**src/rtl/dvp_tx_pkg.sv**
```systemverilog
// Shared types, timing defaults and colour-bar table for the DVP transmitter.
package dvp_tx_pkg;

    typedef enum logic [2:0] {
        ST_IDLE,
        ST_VSYNC,
        ST_VBP,
        ST_ACT,
        ST_VFP
    } state_t;

    localparam int DEF_H_ACT    = 640;
    localparam int DEF_H_BLANK  = 144;
    localparam int DEF_V_ACT    = 480;
    localparam int DEF_VS_LINES = 3;
    localparam int DEF_V_BP     = 17;
    localparam int DEF_V_FP     = 10;

    function automatic int max2(input int a, input int b);
        return (a > b) ? a : b;
    endfunction

    // RGB565 full-scale bars, left to right
    function automatic logic [15:0] bar_color(input logic [2:0] idx);
        logic [15:0] c;
        unique case (idx)
            3'd0: c = 16'hFFFF;
            3'd1: c = 16'hFFE0;
            3'd2: c = 16'h07FF;
            3'd3: c = 16'h07E0;
            3'd4: c = 16'hF81F;
            3'd5: c = 16'hF800;
            3'd6: c = 16'h001F;
            3'd7: c = 16'h0000;
        endcase
        return c;
    endfunction

endpackage

```
**src/rtl/dvp_tx_timing_gen.sv**
```systemverilog
// Line/frame counters and frame FSM for the DVP transmitter.
// Produces active-window and even-slot strobes plus the end-of-frame strobe.
module dvp_timing_gen
    import dvp_tx_pkg::*;
#(
    parameter int H_ACT    = DEF_H_ACT,
    parameter int H_BLANK  = DEF_H_BLANK,
    parameter int V_ACT    = DEF_V_ACT,
    parameter int VS_LINES = DEF_VS_LINES,
    parameter int V_BP     = DEF_V_BP,
    parameter int V_FP     = DEF_V_FP
) (
    input  logic   clk,
    input  logic   rst,
    input  logic   en,
    output state_t state,
    output logic   active,
    output logic   even,
    output logic   frame_end
);

    localparam int HTOT = 2 * H_ACT + H_BLANK;
    localparam int HW   = $clog2(HTOT);
    localparam int VMAX = max2(max2(VS_LINES, V_BP), max2(V_ACT, V_FP));
    localparam int VW   = $clog2(VMAX + 1);

    state_t          nxt;
    logic [HW-1:0]   hcnt;
    logic [VW-1:0]   vcnt;
    logic [VW-1:0]   lines;
    logic            line_end;
    logic            last_line;

    assign line_end  = (hcnt == HW'(HTOT - 1));
    assign last_line = (vcnt == lines - VW'(1));

    always_ff @(posedge clk or posedge rst) begin
        if (rst) begin
            state <= ST_IDLE;
        end else begin
            state <= nxt;
        end
    end

    // vcnt restarts at every state change, so it counts lines within the state
    always_ff @(posedge clk or posedge rst) begin
        if (rst) begin
            hcnt <= '0;
            vcnt <= '0;
        end else if (state == ST_IDLE) begin
            hcnt <= '0;
            vcnt <= '0;
        end else if (line_end) begin
            hcnt <= '0;
            vcnt <= last_line ? '0 : vcnt + VW'(1);
        end else begin
            hcnt <= hcnt + HW'(1);
        end
    end

    always_comb begin
        lines = VW'(1);
        unique case (state)
            ST_VSYNC: lines = VW'(VS_LINES);
            ST_VBP:   lines = VW'(V_BP);
            ST_ACT:   lines = VW'(V_ACT);
            ST_VFP:   lines = VW'(V_FP);
            default:  lines = VW'(1);
        endcase
    end

    always_comb begin
        nxt = state;
        unique case (state)
            ST_IDLE:  if (en) nxt = ST_VSYNC;
            ST_VSYNC: if (line_end && last_line) nxt = ST_VBP;
            ST_VBP:   if (line_end && last_line) nxt = ST_ACT;
            ST_ACT:   if (line_end && last_line) nxt = ST_VFP;
            ST_VFP: begin
                if (line_end && last_line) begin
                    nxt = en ? ST_VSYNC : ST_IDLE;
                end
            end
            default:  nxt = ST_IDLE;
        endcase
    end

    always_comb begin
        active    = (state == ST_ACT) && (hcnt < HW'(2 * H_ACT));
        even      = active && !hcnt[0];
        frame_end = (state == ST_VFP) && line_end && last_line;
    end

endmodule

```
**src/rtl/dvp_tx.sv**
```systemverilog
// DVP transmitter: RGB565 stream in, vsync/href/byte-wide data out, high byte first.
// Optional colour-bar generator under DVP_TX_TEST_PATTERN_EN.
module dvp_tx
    import dvp_tx_pkg::*;
#(
    parameter int H_ACT    = DEF_H_ACT,
    parameter int H_BLANK  = DEF_H_BLANK,
    parameter int V_ACT    = DEF_V_ACT,
    parameter int VS_LINES = DEF_VS_LINES,
    parameter int V_BP     = DEF_V_BP,
    parameter int V_FP     = DEF_V_FP
) (
    input  logic        clk,
    input  logic        rst,
    input  logic        en,
`ifdef DVP_TX_TEST_PATTERN_EN
    input  logic        pat_en,
`endif
    input  logic [15:0] din,
    input  logic        din_vld,
    input  logic        din_sop,
    input  logic        din_eop,
    output logic        din_rdy,
    output logic        vsync,
    output logic        href,
    output logic [7:0]  dout,
    output logic        frame_done,
    output logic        err_udr,
    output logic        err_eop
);

    localparam int NPIX  = H_ACT * V_ACT;
    localparam int PW    = $clog2(NPIX + 1);
    localparam bit MULTI = (NPIX > 1);

    state_t          state;
    logic            active;
    logic            even;
    logic            frame_end;
    logic            pre_frame;
    logic            pat_mode;
    logic [15:0]     pix;
    logic [7:0]      lo;
    logic [PW-1:0]   pcnt;
    logic            last_px;
    logic            eop_bad;

    dvp_timing_gen #(
        .H_ACT    (H_ACT),
        .H_BLANK  (H_BLANK),
        .V_ACT    (V_ACT),
        .VS_LINES (VS_LINES),
        .V_BP     (V_BP),
        .V_FP     (V_FP)
    ) u_timing (
        .clk       (clk),
        .rst       (rst),
        .en        (en),
        .state     (state),
        .active    (active),
        .even      (even),
        .frame_end (frame_end)
    );

    assign pre_frame = (state == ST_IDLE) || (state == ST_VSYNC) ||
                       (state == ST_VBP);

    // Before the frame, drop stray pixels but park the sop pixel at the head
    always_comb begin
        din_rdy = 1'b0;
        if (rst) begin
            din_rdy = 1'b0;
        end else if (pat_mode) begin
            din_rdy = 1'b1;
        end else if (pre_frame) begin
            din_rdy = !(din_vld && din_sop);
        end else begin
            din_rdy = even;
        end
    end

`ifdef DVP_TX_TEST_PATTERN_EN
    localparam int BAR_W = (H_ACT / 8 > 0) ? H_ACT / 8 : 1;
    localparam int BW    = $clog2(BAR_W + 1);

    logic [2:0]    bar_idx;
    logic [BW-1:0] bar_px;

    // vsync is registered, so state==VSYNC with vsync low is the rising edge
    always_ff @(posedge clk or posedge rst) begin
        if (rst) begin
            pat_mode <= 1'b0;
            bar_idx  <= '0;
            bar_px   <= '0;
        end else begin
            if (state == ST_VSYNC && !vsync) begin
                pat_mode <= pat_en;
            end
            if (!active) begin
                bar_idx <= '0;
                bar_px  <= '0;
            end else if (even) begin
                if (bar_px == BW'(BAR_W - 1)) begin
                    bar_px  <= '0;
                    bar_idx <= bar_idx + 3'd1;
                end else begin
                    bar_px <= bar_px + BW'(1);
                end
            end
        end
    end

    assign pix = pat_mode ? bar_color(bar_idx) :
                 (din_vld ? din : 16'h0000);
`else
    assign pat_mode = 1'b0;
    assign pix      = din_vld ? din : 16'h0000;
`endif

    always_ff @(posedge clk or posedge rst) begin
        if (rst) begin
            vsync      <= 1'b0;
            href       <= 1'b0;
            dout       <= 8'h00;
            lo         <= 8'h00;
            frame_done <= 1'b0;
        end else begin
            vsync      <= (state == ST_VSYNC);
            frame_done <= frame_end;
            href       <= active;
            if (even) begin
                dout <= pix[15:8];
                lo   <= pix[7:0];
            end else if (active) begin
                dout <= lo;
            end else begin
                dout <= 8'h00;
            end
        end
    end

    assign last_px = (pcnt == PW'(NPIX - 1));
    assign eop_bad = din_eop ? (!last_px || (din_sop && MULTI)) : last_px;

    // Slots are counted whether or not a pixel arrived, so eop checking
    // stays tied to frame position even after an underrun
    always_ff @(posedge clk or posedge rst) begin
        if (rst) begin
            pcnt    <= '0;
            err_udr <= 1'b0;
            err_eop <= 1'b0;
        end else begin
            if (state != ST_ACT) begin
                pcnt <= '0;
            end else if (even) begin
                pcnt <= pcnt + PW'(1);
            end
            if (even && !pat_mode) begin
                if (!din_vld) begin
                    err_udr <= 1'b1;
                end else if (eop_bad) begin
                    err_eop <= 1'b1;
                end
            end
        end
    end

endmodule

```
**config.mk**
```make
export PLATFORM = sky130hd
export DESIGN_NAME = dvp_tx
export DESIGN_NICKNAME = d
export VERILOG_FILES = /design/src/rtl/dvp_tx_pkg.sv /design/src/rtl/dvp_tx_timing_gen.sv /design/src/rtl/dvp_tx.sv
export SDC_FILE = /design/constraint.sdc
export NUM_CORES = 1
export LEC_CHECK = 0
export BUFFER_PORTS_ARGS = -buffer_cell sky130_fd_sc_hd__clkbuf_2
export CAP_MARGIN = 20
export CORE_MARGIN = 2
export CORE_UTILIZATION = 58
export CTS_CLUSTER_DIAMETER = 60
export DETAILED_ROUTE_END_ITERATION = 10
export PLACE_DENSITY = 0.78
export SYNTH_ARGS = -nofsm -noshare
export SYNTH_HDL_FRONTEND = slang
export SYNTH_SLANG_ARGS = --single-unit
```
**constraint.sdc**
```tcl
create_clock -name clk -period 3.5 [get_ports clk]
set_input_delay 0.175 -clock clk [delete_from_list [all_inputs] [get_ports clk]]
set_output_delay 0.175 -clock clk [all_outputs]
set_load 0.05 [all_outputs]
```
==> results of run 1 <==
==> cells in the final DEF, fill, tap and decap left out, types with 3 or more instances in the layout <==
cell      instances
dfrtp_1          63
nor2_1           47
nand2_1          38
clkbuf_2         35
o21ai_0          19
nand3_1          19
xor2_1           19
a21oi_1          14
xnor2_1          10
and3_1            9
clkbuf_8          9
nand4_1           8
a22oi_1           8
nand3b_1          5
nor2b_1           5
buf_4             5
inv_1             4
and4_1            4
nor3_1            4
ha_1              4
or4_1             3
nor3b_1           3
nor4_1            3
==> routing by layer <==
| metal | share of wire | vias up | wire length (um) |
|---|---|---|---|
| met2 | 0.47 | 60 | 2830 |
| met5 | 0 | - | 0 |
| li1 | - | 1228 | - |
| met4 | 0.021 | 0 | 129 |
| met1 | 0.47 | 1172 | 2830 |
| met3 | 0.042 | 11 | 257 |
==> worst max-delay path, cell delays in order (launching register included) <==
cell and delay (ps):
dfrtp_1 420, o21ai_0 480, nand2_1 370, nor2_1 400, nor2_1 90, a311oi_1 240, clkbuf_2 320
==> metrics by stage <==
stage | total power, mW | setup WS (ps)
after floorplan | 0.763 | 761
after global placement | 0.783 | 796
after detailed placement | 0.783 | 724
after CTS | 1.40 | 671
after global routing | 1.45 | 447
final | 1.38 | 661
==> cell type report <==
| cell class | instances | area, sq um |
|---|---|---|
| timing repair buffer | 40 | 213 |
| inverter | 6 | 22.5 |
| multi-input combinational | 247 | 1470 |
| tap | 70 | 87.6 |
| clock buffer | 9 | 124 |
| fill | 399 | 1610 |
| sequential | 63 | 1580 |
| clock inverter | 7 | 72.6 |
==> cells by family (layout without fill, tap and decap cells) <==
| kind of cell | after synthesis | after routing | synth area share |
|---|---|---|---|
| AOI/OAI and AO/OA | 51 | 51 | 0.0975 |
| xor gates and xnor gates | 29 | 29 | 0.0811 |
| adders and majority gates | 4 | 4 | 0.0160 |
| and+or+nand+nor | 163 | 163 | 0.275 |
| buffers and inverters | 19 | 62 | 0.0272 |
| DFF | 63 | 63 | 0.503 |
==> flip-flops by register name (all words and copies together), names as in the netlist <==
| signal | count |
|---|---|
| dout | 8 |
| err_eop | 1 |
| err_udr | 1 |
| frame_done | 1 |
| href | 1 |
| lo | 8 |
| pcnt | 19 |
| u_timing.hcnt | 11 |
| u_timing.state | 3 |
| u_timing.vcnt | 9 |
| vsync | 1 |
==> power breakdown <==
group	internal (mW)	switching (mW)
registers	0.728	0.000219
logic	0.0124	0.0268
clock network	0.329	0.286
total	1.07	0.313
==> how the worst max path moves through the flow <==
stage / to / cells past startpoint
floorplan: din_rdy / 7
global placement: u_timing.state[0]$_DFFE_PP0P_ / 9
detailed placement: u_timing.state[0]$_DFFE_PP0P_ / 9
CTS: din_rdy / 6
global route: din_rdy / 6
finish: din_rdy / 6
==> results.py, run 1 <==
metrics = {
    "sta": {
        "min_period_ps": 2840,
        "finClkSkew_ps": 11.2,
        "hold_viol_final": 0,
        "worst_pin_slew_ps": 865,
        "setup_tns_ps": 0,
        "timing.fmax_mhz": 352,
        "finalCritPeriodShare": 0.811,
        "relSlewSlack": 0.423,
        "setup_viol": 0,
        "hold_ws_ps": 22.1,
        "rsz0062_at_grt": "false",
        "maxSlewViolCount": 0,
    },
    "job": {
        "cap_viol_max_count": 0,
    },
    "detailed_routing": {
        "viasPerCell": 5.59,
        "wirelength_um": 6050,
        "wl_per_cell_um": 13.7,
        "ant_nets": 0,
        "remaining_drc_errors": 0,
        "drt_iter0_markers": 188,
        "vias": 2471,
        "dr.pass1.iters": 4,
    },
    "synthesis": {
        "synth.top_cells.by_area": "dfrtp_1 50%, nor2_1 5.6%, xor2_1 5.3%, nand2_1 4.6%, nand3_1 3.0%",
        "yosysTopAreaCell": "dfrtp_1",
        "synth_edf_count": 0,
        "synth-seq-cells": 63,
        "synth_nets": 355,
        "syn_avg_cell_area_sq_um": 9.52,
        "synth_common_cells": "63 x dfrtp_1, 47 x nor2_1, 38 x nand2_1",
        "ys_seq_area_frac": 0.503,
        "async_reset_ff_frac": 1.00,
        "yosysUniqueCellTypes": 47,
        "syn_inst": 329,
        "yosysWarnings": 0,
        "netlist_area_sq_um": 3130,
        "synth_top_area_frac": 0.503,
        "yosysMostFrequentCell": "dfrtp_1",
        "synth_flop_cell": "dfrtp_1",
    },
    "cts": {
        "htreeDepth": 3,
        "cts-hold-fix-buffers": 0,
        "cts_buffer_depth": 2,
        "root_buffer": "clkbuf_8",
        "clk_pin_slew_ps": 80,
        "ctsResizeCount": 0,
        "cts_buffers": 9,
        "clk_latency_ps": 340,
        "cts_sinks": 63,
        "cts_tree": "built",
        "post_cts_buffers": 0,
    },
    "worst_setup_path": {
        "r2r_start": "u_timing.state[0]$_DFFE_PP0P_",
        "cp_data_required_time_ps": 3320,
        "reg2regPathDepth": 9,
        "cp-end-kind": "output pin",
        "rr_endpoint": "u_timing.state[0]$_DFFE_PP0P_",
        "critPathKind": "flop to output pin",
        "worstSetupStartpointType": "flop",
        "reg2reg_slack_ps": 690,
        "cp_data_arrival_time_ps": 2660,
        "worstPathMaxFanout": 10,
        "crit_path_start": "u_timing.hcnt[8]$_DFF_PP0_",
    },
    "placement": {
        "dpl_cell_area_sq_um": 3370,
        "io_buffers": 35,
        "placed_cells": 426,
        "dp_hpwl_um": 4130,
        "place_congestion": 0.820,
    },
    "global_route": {
        "grt_overflow_total": 0,
        "grt_max_degree": 44,
        "antenna_found_initial": 0,
        "grt_busiest_layer": "met2",
        "globalRouteMet2Util": 0.345,
        "grt_pass1_vias": 2298,
        "use_met3": 0.0442,
        "met1_usage": 0.293,
        "grt.total_usage": 0.222,
        "grt_pass1_wl_um": 10500,
    },
    "pwr": {
        "pwr_density_cell_nw_per_um2": 388,
        "p_leak_nw": 1.64,
        "max-vdd-ir-drop_mv": 0.221,
    },
    "floorplanning": {
        "io_pins": 36,
        "initial_core_util": 0.605,
        "die-height_um": 77.5,
        "dieArea_sq_um": 6000,
        "die_w_um": 77.5,
        "fp-row-count": 26,
        "core_area_sq_um": 5170,
    },
    "layout": {
        "final_area_sq_um": 3570,
        "n_antenna_cell": 0,
        "area_growth_pct": 13.9,
        "post_layout_nonfiller_instances": 442,
        "nets": 393,
        "utilization": 0.689,
        "drive_above_1_share": 0.177,
    },
    "worst_hold_path": {
        "min_path_type": "primary input to async pin",
    },
    "status": {
        "status": "completed",
    },
}
Note: power is estimated with default switching activity, not from simulation.
==> inputs of run 2 (changes only) <==
--- a/config.mk
+++ b/config.mk
@@ -8,10 +8,10 @@
 export BUFFER_PORTS_ARGS = -buffer_cell sky130_fd_sc_hd__clkbuf_2
 export CAP_MARGIN = 20
 export CORE_MARGIN = 2
-export CORE_UTILIZATION = 58
+export CORE_UTILIZATION = 52
 export CTS_CLUSTER_DIAMETER = 60
 export DETAILED_ROUTE_END_ITERATION = 10
-export PLACE_DENSITY = 0.78
+export PLACE_DENSITY = 0.74
 export SYNTH_ARGS = -nofsm -noshare
 export SYNTH_HDL_FRONTEND = slang
 export SYNTH_SLANG_ARGS = --single-unit
==> constraint.sdc (replaced) <==
create_clock -name clk -period 2.5 [get_ports clk]
set_input_delay 0.125 -clock clk [delete_from_list [all_inputs] [get_ports clk]]
set_output_delay 0.125 -clock clk [all_outputs]
set_load 0.05 [all_outputs]
==> run 2 against run 1 <==
  * Flip-flop and latch count did not move
  * Clock power grew 41%
  * Largest power group unchanged
  * Worst setup slack worse by 560 ps
  * Clock-buffer cell count stayed put
  * Highest routed layer unchanged
  * Wire length rose by 8.2%
  * Die area up 11%
  * Cell count grew 6.3%
  * Cell area up 7.0%
  * Hold slack worse by 2.0 ps
==> results.py, run 2 (same netlist as run 1, synthesis figures left out) <==
metrics = {
    "status": {
        "status": "completed",
    },
    "pwr": {
        "p_int_mw": 1.51,
        "p_leak_nw": 1.76,
        "power_mw": 1.96,
        "max-vdd-ir-drop_mv": 0.339,
        "power_switching_mw": 0.451,
        "swShare": 0.230,
        "p_seq_frac": 0.520,
        "clockPowerShare": 0.444,
        "pwr_density_cell_nw_per_um2": 514,
        "p_comb_frac": 0.036,
    },
    "sta": {
        "setup_tns_ps": 0,
        "timing.fmax_mhz": 416,
        "finalCritPeriodShare": 0.961,
        "hold_viol_final": 0,
        "min_period_ps": 2400,
        "maxSlewViolCount": 0,
        "setup_viol": 0,
        "relSlewSlack": 0.607,
        "worst_slack_ps": 97.6,
        "worst_pin_slew_ps": 589,
        "finClkSkew_ps": 9.04,
    },
    "job": {
        "cap_viol_max_count": 0,
    },
    "global_route": {
        "grt_pass1_wl_um": 10700,
        "grt.total_usage": 0.215,
        "antenna_found_initial": 0,
        "grt_busiest_layer": "met2",
        "met1_usage": 0.279,
        "use_met3": 0.0538,
        "globalRouteMet2Util": 0.340,
        "grt_pass1_vias": 2369,
        "grt_max_degree": 32,
        "grt_overflow_total": 0,
    },
    "placement": {
        "dp_hpwl_um": 4490,
        "io_buffers": 35,
        "place_ws_ps": 1.75,
        "dpl_cell_area_sq_um": 3510,
        "place_congestion": 0.792,
        "placed_cells": 444,
    },
    "worst_setup_path": {
        "critPathKind": "flop to flop",
        "cp_data_required_time_ps": 2720,
        "worstSetupStartpointType": "flop",
        "r2r_start": "u_timing.state[0]$_DFFE_PP0P_",
        "cp_data_arrival_time_ps": 2630,
        "rr_endpoint": "u_timing.state[0]$_DFFE_PP0P_",
        "worstPathMaxFanout": 7,
        "reg2regPathDepth": 9,
        "cp-end-kind": "flop",
        "reg2reg_slack_ps": 100,
    },
    "layout": {
        "post_layout_nonfiller_instances": 470,
        "final_common_cell": "dfrtp_1",
        "nets": 416,
        "drive_above_1_share": 0.223,
        "area_growth_pct": 21.9,
        "final_area_sq_um": 3820,
        "reg.largest.list": "pcnt: 19 flops, u_timing.hcnt: 11 flops, u_timing.vcnt: 9 flops",
        "n_antenna_cell": 0,
        "final_cell_mix": "63 x dfrtp_1, 47 x nor2_1, 38 x nand2_1",
        "largest_register_ffs": 19,
        "top_register": "pcnt",
    },
    "floorplanning": {
        "die_w_um": 81.6,
        "io_pins": 36,
        "die-height_um": 81.6,
        "initial_core_util": 0.532,
        "dieArea_sq_um": 6660,
        "core_area_sq_um": 5890,
        "fp-row-count": 28,
    },
    "worst_hold_path": {
        "whs_path_depth": 3,
        "hold_path_end": "lo[0]$_DFFE_PP0P_",
        "hold_start": "din[0]",
        "min_path_type": "primary input to flop",
    },
    "detailed_routing": {
        "vias": 2544,
        "wirelength_um": 6540,
        "dr.pass1.iters": 4,
        "drt_iter0_markers": 136,
        "viasPerCell": 5.41,
        "wl_per_cell_um": 13.9,
        "ant_nets": 0,
        "remaining_drc_errors": 0,
    },
    "cts": {
        "htreeDepth": 3,
        "cts_buffers": 9,
        "cts_tree": "built",
        "cts_buffer_depth": 2,
        "root_buffer": "clkbuf_8",
        "clk_pin_slew_ps": 70,
        "clk_latency_ps": 350,
        "cts_sinks": 63,
    },
}
-- run 2: power groups by stage --
stage	sequential, mW	clock (mW)	combinational, mW
floorplan	1.04	0	0.0265
global placement	1.04	0	0.0648
detailed placement	1.04	0	0.0655
CTS	1.02	0.894	0.0731
global route	1.02	0.950	0.0788
finish	1.02	0.870	0.0711
-- run 2: how the worst max path moves through the flow --
stage	end	start	cells past startpoint	slack, ps
after global routing	u_timing.state[0]$_DFFE_PP0P_	u_timing.state[2]$_DFFE_PP0P_	9	-7
after floorplan	u_timing.state[0]$_DFFE_PP0P_	u_timing.state[1]$_DFFE_PP0P_	10	10
after global placement	u_timing.state[0]$_DFFE_PP0P_	u_timing.state[1]$_DFFE_PP0P_	9	80
after CTS	u_timing.state[0]$_DFFE_PP0P_	u_timing.state[1]$_DFFE_PP0P_	9	40
final	u_timing.state[0]$_DFFE_PP0P_	u_timing.state[0]$_DFFE_PP0P_	9	100
after detailed placement	u_timing.state[0]$_DFFE_PP0P_	u_timing.state[1]$_DFFE_PP0P_	9	2
-- run 2: area by class of cell --
class	count	area [sq um]
inverters	6	22.5
clock inverters	7	72.6
flip-flops and latches	63	1580
fillers	471	2070
repair buffers	63	428
well taps	75	93.8
multi-input cells	247	1500
clock buffers	9	124
-- run 2: routing by layer --
layer / vias to the layer above / part of all wire / wire [um]
li1: 1265 / - / -
met1: 1227 / 0.47 / 3080
met2: 42 / 0.48 / 3120
met3: 10 / 0.033 / 219
met4: 0 / 0.020 / 131
met5: - / 0 / 0
-- run 2: worst max-delay path, cell delays in order, from the launching register on --
cell and delay (ps):
dfrtp_1 410, nor3b_2 210, inv_1 110, ha_4 190
or4_1 390, o31ai_1 70, or4_1 180, nand4_4 160
or2_4 270, a211o_1 300
-- run 2: timing repair --
action                                  4_1_cts  5_1_grt
endpoints found under the hold margin        43        0
setup buffers                                 0        4
pin swaps                                     0        2
hold buffers                                  6        0
endpoints found under the setup margin        2        2
resized for setup                             1        4
-- run 2: stage by stage --
step,utilization,hold WS [ps]
5_1_grt,0.648,13.4
6_report,0.648,20.1
3_5_place_dp,0.596,63.0
2_1_floorplan,-,270
3_3_place_gp,0.596,57.1
4_1_cts,0.640,1.50
==> inputs of run 3 (changes only) <==
--- a/config.mk
+++ b/config.mk
@@ -11,6 +11,7 @@
 export CORE_UTILIZATION = 52
 export CTS_CLUSTER_DIAMETER = 60
 export DETAILED_ROUTE_END_ITERATION = 10
+export HOLD_SLACK_MARGIN = 0.08
 export PLACE_DENSITY = 0.74
 export SYNTH_ARGS = -nofsm -noshare
 export SYNTH_HDL_FRONTEND = slang
==> run 3 against run 2 <==
  * Hold slack gained 120 ps
  * Sequential share of layout area shrank 1.2 points
  * Wire length grew 5.2%
  * First-iteration DRC count grew 80%
  * Cell count grew 2.3%
  * Combinational power grew 22%
  * Flip-flop and latch count is the same
  * Utilization grew 1.9 points
  * Die area is the same
==> results.py, run 3 (same netlist as run 1, synthesis figures left out) <==
metrics = {
    "sta": {
        "timing.fmax_mhz": 418,
        "min_period_ps": 2390,
        "hold_viol_final": 0,
        "setup_viol": 0,
        "finClkSkew_ps": 14.0,
        "finalCritPeriodShare": 0.956,
        "worst_pin_slew_ps": 579,
        "relSlewSlack": 0.613,
        "setup_tns_ps": 0,
        "maxSlewViolCount": 0,
    },
    "floorplanning": {
        "initial_core_util": 0.532,
        "dieArea_sq_um": 6660,
        "core_area_sq_um": 5890,
        "die-height_um": 81.6,
        "io_pins": 36,
        "die_w_um": 81.6,
        "fp-row-count": 28,
    },
    "worst_setup_path": {
        "crit_end": "u_timing.state[0]$_DFFE_PP0P_",
        "reg2regPathDepth": 9,
        "worstPathMaxFanout": 7,
        "reg2reg_slack_ps": 110,
        "critPathKind": "flop to flop",
        "cp_data_required_time_ps": 2730,
        "worstSetupStartpointType": "flop",
        "r2r_start": "u_timing.state[0]$_DFFE_PP0P_",
        "path_cells": "nor3b_2, inv_1, ha_4, or4_1, o31ai_1, or4_1, nand4_4, or2_4, a211o_1",
        "crit_path_start": "u_timing.state[0]$_DFFE_PP0P_",
        "crit_path_max_incr_delay_ps": 400,
        "crit_top_cell": "or4_1",
        "cp-end-kind": "flop",
        "cp_data_arrival_time_ps": 2620,
        "rr_endpoint": "u_timing.state[0]$_DFFE_PP0P_",
        "cpMaxStageDelayCell": "dfrtp_1",
    },
    "layout": {
        "drive_above_1_share": 0.217,
        "final_common_cell": "dfrtp_1",
        "multi_input_area_sq_um": 1500,
        "final_cell_mix": "63 x dfrtp_1, 47 x nor2_1, 38 x nand2_1",
        "area_growth_pct": 25.4,
        "largest_register_ffs": 19,
        "regArea_sq_um": 1580,
        "nFillCells": 454,
        "nets": 427,
        "top_register": "pcnt",
        "reg.largest.list": "pcnt: 19 flops, u_timing.hcnt: 11 flops, u_timing.vcnt: 9 flops",
        "n_antenna_cell": 0,
        "final_area_sq_um": 3930,
    },
    "pwr": {
        "max-vdd-ir-drop_mv": 0.339,
        "pwr_density_cell_nw_per_um2": 505,
        "p_leak_nw": 1.81,
    },
    "status": {
        "status": "completed",
    },
    "global_route": {
        "grt_overflow_total": 0,
        "grt_max_degree": 32,
        "grt_pass1_wl_um": 11000,
        "grt_pass1_vias": 2439,
        "grt.total_usage": 0.222,
        "antenna_found_initial": 0,
    },
    "cts": {
        "root_buffer": "clkbuf_8",
        "cts_sinks": 63,
        "clk_latency_ps": 350,
        "clk_pin_slew_ps": 70,
        "cts_buffer_depth": 2,
        "htreeDepth": 3,
        "cts_tree": "built",
        "cts_buffers": 9,
    },
    "job": {
        "cap_viol_max_count": 0,
    },
    "placement": {
        "io_buffers": 35,
        "dp_hpwl_um": 4490,
        "dpl_cell_area_sq_um": 3510,
        "place_congestion": 0.792,
    },
    "detailed_routing": {
        "met1_length_um": 3140,
        "wl_per_cell_um": 14.3,
        "wirelength_um": 6880,
        "drt_iter0_markers": 245,
        "wl_met3_um": 241,
        "ant_nets": 0,
        "dr.pass1.iters": 4,
        "vias": 2625,
        "wl_met2_um": 3340,
        "viasPerCell": 5.46,
        "highest_layer": "met4",
        "remaining_drc_errors": 0,
    },
    "worst_hold_path": {
        "min_path_type": "primary input to flop",
    },
}
==> run 3: metrics by stage <==
stage / hold WS [ps] / worst slack (ps) / std cells / total power, mW / util
floorplan: 270 / 12.4 / 329 / 1.07 / -
global placement: 57.1 / 84.7 / 444 / 1.10 / 0.596
detailed placement: 63.0 / 1.75 / 444 / 1.10 / 0.596
CTS: 121 / 42.5 / 477 / 2.00 / 0.659
global route: 138 / -4.92 / 481 / 2.06 / 0.667
finish: 141 / 109 / 481 / 1.98 / 0.667
==> run 3: worst min path at each step <==
stage          cells past startpoint  slack, ps                   to    start
3_3_place_gp                       2         60    dout[5]$_DFF_PP0_      rst
3_5_place_dp                       2         60    dout[6]$_DFF_PP0_      rst
2_1_floorplan                      2        270    lo[0]$_DFFE_PP0P_   din[0]
4_1_cts                            3        120  err_eop$_DFFE_PP0P_  din_eop
5_1_grt                            3        140  err_eop$_DFFE_PP0P_  din_eop
6_report                           3        140  err_eop$_DFFE_PP0P_  din_eop
==> run 3: report_power, final <==
part	total [mW]	internal (mW)	switching, mW
combinational	0.0865	0.0415	0.0450
clock	0.875	0.461	0.414
sequential	1.02	1.02	0.000341
==> run 3: critical path: cells and delay by family, from the launching register on <==
family | cells | cell delay [ps]
simple gates | 5 | 1210
flops | 1 | 400
fa+ha+maj | 1 | 190
buf+inv | 1 | 110
compound gates | 2 | 370
==> run 3: timing repair <==
item	4_1_cts	5_1_grt
endpoints found under the hold margin	79	0
hold buffers	17	0
cloned	0	0
setup buffers	0	4
resized for setup	1	4
endpoints found under the setup margin	2	2
pin swaps	0	2
==> run 3: final cells by class <==
type	instances	share of cell area
sequential	63	0.402
multi-input combinational	247	0.382
timing repair buffer	74	0.137
clock buffer	9	0.0315
tap	75	0.0239
clock inverter	7	0.0185
inverter	6	0.00574
==> run 3: metal layers <==
metal  vias to the layer above  GRT usage
li1                       1290          -
met5                         -          0
met4                         0      0.117
met2                        61      0.348
met1                      1261      0.285
met3                        13     0.0549
